`src/rtl/q2_pkg.sv`:
```
// Shared definitions for the q2 front panel: panel state encoding and the
// default debounce length. Optional macro Q2_PANEL_STEP_EN adds the
// single-step state.
package q2_pkg;

  localparam int unsigned DEBOUNCE_DEFAULT = 16;

`ifdef Q2_PANEL_STEP_EN
  typedef enum logic [1:0] {
    STOPPED  = 2'd0,
    RUNNING  = 2'd1,
    STEPPING = 2'd2
  } panel_state_e;
`else
  typedef enum logic [1:0] {
    STOPPED  = 2'd0,
    RUNNING  = 2'd1
  } panel_state_e;
`endif

endpackage : q2_pkg

```
`src/rtl/q2_debounce.sv`:
```
// One momentary switch: 2-flop synchronizer, stability counter and a
// registered single-cycle pulse on each accepted rising level.
module q2_debounce
  import q2_pkg::*;
#(
  parameter int unsigned DEBOUNCE = DEBOUNCE_DEFAULT
) (
  input  logic clk,
  input  logic rst,
  input  logic sw_i,
  output logic pulse_o
);

  localparam int unsigned CW = $clog2(DEBOUNCE + 1);

  logic          sync1_q, sync2_q;
  logic          deb_q, deb_d;
  logic          deb_dly_q;
  logic          pulse_q, pulse_d;
  logic [CW-1:0] cnt_q, cnt_d;

  // Count cycles of disagreement; flip the accepted level when the count
  // would reach DEBOUNCE, and restart on any agreement.
  always_comb begin
    deb_d   = deb_q;
    cnt_d   = '0;
    pulse_d = deb_q & ~deb_dly_q;
    if (sync2_q != deb_q) begin
      if (cnt_q == CW'(DEBOUNCE - 1)) begin
        deb_d = ~deb_q;
      end else begin
        cnt_d = cnt_q + CW'(1);
      end
    end
  end

  // Synchronizer, counter, accepted level and its delayed copy for edge detect.
  always_ff @(posedge clk or posedge rst) begin
    if (rst) begin
      sync1_q   <= 1'b0;
      sync2_q   <= 1'b0;
      cnt_q     <= '0;
      deb_q     <= 1'b0;
      deb_dly_q <= 1'b0;
      pulse_q   <= 1'b0;
    end else begin
      sync1_q   <= sw_i;
      sync2_q   <= sync1_q;
      cnt_q     <= cnt_d;
      deb_q     <= deb_d;
      deb_dly_q <= deb_q;
      pulse_q   <= pulse_d;
    end
  end

  assign pulse_o = pulse_q;

endmodule : q2_debounce

```
`src/rtl/q2_panel.sv`:
```
// Operator front panel: debounces panel switches and drives run/incp/dep to
// the CPU. Defining Q2_PANEL_STEP_EN adds a step switch and STEPPING state.
module q2_panel
  import q2_pkg::*;
#(
  parameter int unsigned WIDTH    = 12,
  parameter int unsigned DEBOUNCE = DEBOUNCE_DEFAULT
) (
  input  logic             clk,
  input  logic             rst,
  input  logic [WIDTH-1:0] sw,
  input  logic             incp_sw,
  input  logic             dep_sw,
  input  logic             start_sw,
  input  logic             stop_sw,
  input  logic             halt,
`ifdef Q2_PANEL_STEP_EN
  input  logic             step_sw,
`endif
  output logic             run,
  output logic             incp,
  output logic             dep,
  output logic [WIDTH-1:0] data
);

  logic [WIDTH-1:0] sw_s1_q, sw_s2_q;
  logic             start_p, stop_p, incp_p, dep_p;
`ifdef Q2_PANEL_STEP_EN
  logic             step_p;
`endif

  panel_state_e     state_q, state_d;
  logic             run_q, run_d;
  logic             incp_q, incp_d;
  logic             dep_q, dep_d;
  logic [WIDTH-1:0] data_q, data_d;

  q2_debounce #(.DEBOUNCE(DEBOUNCE)) u_start (.clk(clk), .rst(rst), .sw_i(start_sw), .pulse_o(start_p));
  q2_debounce #(.DEBOUNCE(DEBOUNCE)) u_stop  (.clk(clk), .rst(rst), .sw_i(stop_sw),  .pulse_o(stop_p));
  q2_debounce #(.DEBOUNCE(DEBOUNCE)) u_incp  (.clk(clk), .rst(rst), .sw_i(incp_sw),  .pulse_o(incp_p));
  q2_debounce #(.DEBOUNCE(DEBOUNCE)) u_dep   (.clk(clk), .rst(rst), .sw_i(dep_sw),   .pulse_o(dep_p));
`ifdef Q2_PANEL_STEP_EN
  q2_debounce #(.DEBOUNCE(DEBOUNCE)) u_step  (.clk(clk), .rst(rst), .sw_i(step_sw),  .pulse_o(step_p));
`endif

  // Data switch register synchronizer; sampled only when dep fires.
  always_ff @(posedge clk or posedge rst) begin
    if (rst) begin
      sw_s1_q <= '0;
      sw_s2_q <= '0;
    end else begin
      sw_s1_q <= sw;
      sw_s2_q <= sw_s1_q;
    end
  end

  // Panel state transitions and command generation; pulses outside STOPPED are dropped.
  always_comb begin
    state_d = state_q;
    incp_d  = 1'b0;
    dep_d   = 1'b0;
    data_d  = data_q;
    case (state_q)
      STOPPED: begin
        if (dep_p) begin
          dep_d  = 1'b1;
          data_d = sw_s2_q;
        end else if (incp_p) begin
          incp_d = 1'b1;
        end
        if (start_p && !stop_p && !halt) begin
          state_d = RUNNING;
        end
`ifdef Q2_PANEL_STEP_EN
        else if (step_p && !start_p) begin
          state_d = STEPPING;
        end
`endif
      end
      RUNNING: begin
        if (stop_p || halt) begin
          state_d = STOPPED;
        end
      end
`ifdef Q2_PANEL_STEP_EN
      STEPPING: begin
        state_d = STOPPED;
      end
`endif
      default: begin
        state_d = STOPPED;
      end
    endcase
    run_d = (state_d != STOPPED);
  end

  // State and registered outputs.
  always_ff @(posedge clk or posedge rst) begin
    if (rst) begin
      state_q <= STOPPED;
      run_q   <= 1'b0;
      incp_q  <= 1'b0;
      dep_q   <= 1'b0;
      data_q  <= '0;
    end else begin
      state_q <= state_d;
      run_q   <= run_d;
      incp_q  <= incp_d;
      dep_q   <= dep_d;
      data_q  <= data_d;
    end
  end

  assign run  = run_q;
  assign incp = incp_q;
  assign dep  = dep_q;
  assign data = data_q;

endmodule : q2_panel

```
`config.mk`:
```
export PLATFORM = sky130hd
export DESIGN_NAME = q2_panel
export DESIGN_NICKNAME = d
export VERILOG_FILES = /design/src/rtl/q2_pkg.sv /design/src/rtl/q2_debounce.sv /design/src/rtl/q2_panel.sv
export SDC_FILE = /design/constraint.sdc
export NUM_CORES = 1
export LEC_CHECK = 0
export CORE_UTILIZATION = 48
export DETAILED_ROUTE_END_ITERATION = 10
export PLACE_DENSITY_LB_ADDON = 0.08
export REMOVE_ABC_BUFFERS = 1
export SLEW_MARGIN = 10
export SYNTH_ARGS = -nofsm -noshare
export SYNTH_HDL_FRONTEND = slang
export SYNTH_SLANG_ARGS = --single-unit
export TNS_END_PERCENT = 5
```
`constraint.sdc`:
```
create_clock -name clk -period 3 [get_ports clk]
set_input_delay 0.9 -clock clk [delete_from_list [all_inputs] [get_ports clk]]
set_output_delay 0.9 -clock clk [all_outputs]
set_load 0.02 [all_outputs]
```
==> key figures <==
Power and ir drop
  – Power Total: ~0.0021 W
  – P per Cell Area: about 630 mW/mm^2
  – Worst IR Drop VDD: between 0.3 and 0.4 mV
  – Pleak: between 1.5 and 2 nW

Job
  – Max Cap Violations: 0

Synth
  – Seq/Total Area, Yosys: approximately 77%
  – Cells after synthesis: approximately 170
  – Post-Syn Area: 0.00264 sq mm
  – Mapped Avg Cell Area: 16.0 sq um
  – Synth async-reset ratio: 100%
  – Flops & latches, synth: 81
  – Top_reg_cell synth: dfrtp_1
  – Warnings from Yosys: 0
  – Distinct cell type count after synthesis: 16
  – Post-synth EDFFs: 0

Clock tree
  – CTS resizes: 0
  – Post-CTS Setup Repair Bufs: 0
  – Clk_lat worst skew: between 0.3 and 0.4 ns
  – H-tree Lvls: 3
  – Clock sink total: a little over 80
  – Clock buffer depth: 2
  – Clock slew at reported path FFs: 0.08 ns
  – Root buffer cell: clkbuf_8
  – Total clock buffers created by CTS: 9
  – CTS tree: built
  – Hold Buf Count CTS: 0

Setup path
  – CP Max Fanout: 2
  – Worst Path Buf+Inv: 1
  – Worst setup SP type: flip-flop
  – Worst Setup End Kind: primary output
  – Crit path cell chain: clkdlybuf4s50_1
  – Worst path depth: 1
  – Worst Path Required: 2.10 ns
  – Critical path class: flip-flop to primary output
  – Path depth of the worst reg2reg path: 2
  – CP peak stage delay: a little over 0.6 ns
  – Worst Path Arrival: approximately 1.3 ns
  – Critical-path top delay cell: clkdlybuf4s50_1
  – Top Family by Delay on Critical Path: buffers and inverters

Cells and area
  – Layout Utilization: between 60 and 70%
  – Cell Count, Final, Fillers Out: roughly 290
  – Area delta synth->final: 25.2%
  – ANT cells: 0
  – Layout Nets: ~230
  – Layout cells sized above 1: 16.3%

Detailed routing
  – Vias per cell: roughly 4.7
  – Final wirelength: 3600 um
  – ANT nets after route: 0
  – Drt drc: 0
  – DR vias: approximately 1,300
  – Drt wl/cell: approximately 13 um
  – Number of DRC markers in iteration 0: 30
  – DR pass1 iterations: 4

Floorplanning
  – Die ar.: slightly below 0.006 sq mm
  – Row count: 26
  – I/O pin cnt: 34
  – Initial Util: about half
  – Core area: approximately 0.0052 sq mm
  – Die Height: 76.1 um
  – Die Wd: 76.1 um

Timing
  – Final setup vio count: 0
  – Slew headroom: between 50% and 60%
  – Slew Limit Fails: 0
  – Clk_skew: between 0.006 and 0.007 ns
  – Final hold viol count: 0
  – Hold_ws: approximately 0.35 ns
  – Worst-margin pin slew: 0.678 ns
  – F_max: approximately 0.45 GHz
  – Period utilization: approximately 73%
  – TNS Setup: 0 ns
  – RSZ-0062 raised after global routing: false
  – Tmin final: approximately 2.2 ns

Placement
  – Port buffer count: 33
  – Hpwl dp: ~2500 um
  – Placed instance count: 269
  – Gp weighted congestion: 0.727

Global routing
  – Number of global-route vias before repair: 1,478
  – GR Overflow Total: 0
  – Largest net degree at the start of global routing: 45
  – Total track usage: between 10% and 20%
  – First-pass GRT wire length: 6570 um
  – Initial antenna violation count: 0

Outcome
  – Outcome: finished, final reports clean

Hold path
  – Worst hold path type: flip-flop to flip-flop
  – Hold Path Stages: 0
## through the flow
stage	worst slack, ns	instance area, sq um
2_1_floorplan	0.0199	2620
3_3_place_gp	1.17	3070
3_5_place_dp	1.12	3070
4_1_cts	0.769	3300
5_1_grt	0.725	3300
6_report	0.797	3300
## cells by family after synthesis
group                      synth area share (%)
AOI/OAI and AO/OA                         0.760
xor gates and xnor gates                   3.99
adders and majority gates                  1.90
buffers and inverters                      1.14
DFF                                        76.9
muxes                                      6.84
other                                     0.142
and+or+nand+nor                            8.31
## cells in the mapped netlist (2+ instances only)
cell	count	area, sq um
mux2_2	16	180
nor2b_1	4	25.0
inv_1	5	18.8
and2_1	4	25.0
o21ai_0	4	20.0
xor2_1	12	105
dfrtp_1	81	2030
nor4_1	2	12.5
and3_1	4	25.0
nand3_1	8	40.0
nor2_1	17	63.8
ha_1	4	50.1
## where the power goes
group	switching [W]	leakage (nW)	total, W	internal, W
clock network	0.000352	0.109	0.000866	0.000514
logic	0.0000405	0.463	0.0000804	0.0000399
registers	0.0000181	1.05	0.00115	0.00113
## registers in the layout (all words and copies together), names as in the netlist, 2 cells and up
name,cells
data,12
sw_s1_q,12
sw_s2_q,12
u_dep.cnt_q,5
u_incp.cnt_q,5
u_start.cnt_q,5
u_stop.cnt_q,5
state_q,2
## placed cells by master (no fill, tap or decap)
| cell | netlist | layout |
|---|---|---|
| dfrtp_1 | 81 | 81 |
| clkdlybuf4s50_1 | 0 | 33 |
| nor2_1 | 17 | 17 |
| mux2_2 | 16 | 16 |
| xor2_1 | 12 | 12 |
| clkbuf_8 | 0 | 11 |
| nand3_1 | 8 | 8 |
| o21ai_0 | 4 | 4 |
| and2_1 | 4 | 4 |
| inv_1 | 5 | 4 |
| nor2b_1 | 4 | 4 |
| and3_1 | 4 | 4 |
| ha_1 | 4 | 4 |
| nor4_1 | 2 | 2 |
| bufinv_16 | 0 | 2 |
| clkinvlp_4 | 0 | 2 |
| nor3b_4 | 1 | 1 |
| nor4b_1 | 1 | 1 |
| inv_2 | 0 | 1 |
| clkbuf_1 | 0 | 1 |
| buf_12 | 0 | 1 |
| buf_4 | 0 | 1 |
| conb_1 | 1 | 1 |
## final cells by class
class / count / area [sq um]
flip-flops and latches: 81 / 2030
fillers: 399 / 1910
multi-input cells: 78 / 578
repair buffers: 35 / 358
clock buffers: 12 / 155
well taps: 70 / 87.6
clock inverters: 4 / 75.1
inverters: 5 / 18.8
## path summary, 6_finish.rpt
path | startpoint | endpoint | slack (ns)
max reg2reg | state_q[1] | data[8] | 1.42
min reg2reg | sw_s1_q[2] | sw_s2_q[2] | 0.35
max | data[4] | data[4] | 0.80
min in group asynchronous | rst | sw_s2_q[4] | 0.87
min | sw_s1_q[2] | sw_s2_q[2] | 0.35
max in group asynchronous | rst | sw_s2_q[9] | 1.54
## layer usage
layer	vias up	wire length (um)	track usage, %
met2	32	1810	24.5
met5	-	0	0
met1	660	1540	17.8
li1	635	-	-
met3	9	183	7.31
met4	0	68	8.08
No activity file was read; power rests on OpenSTA's default activity.
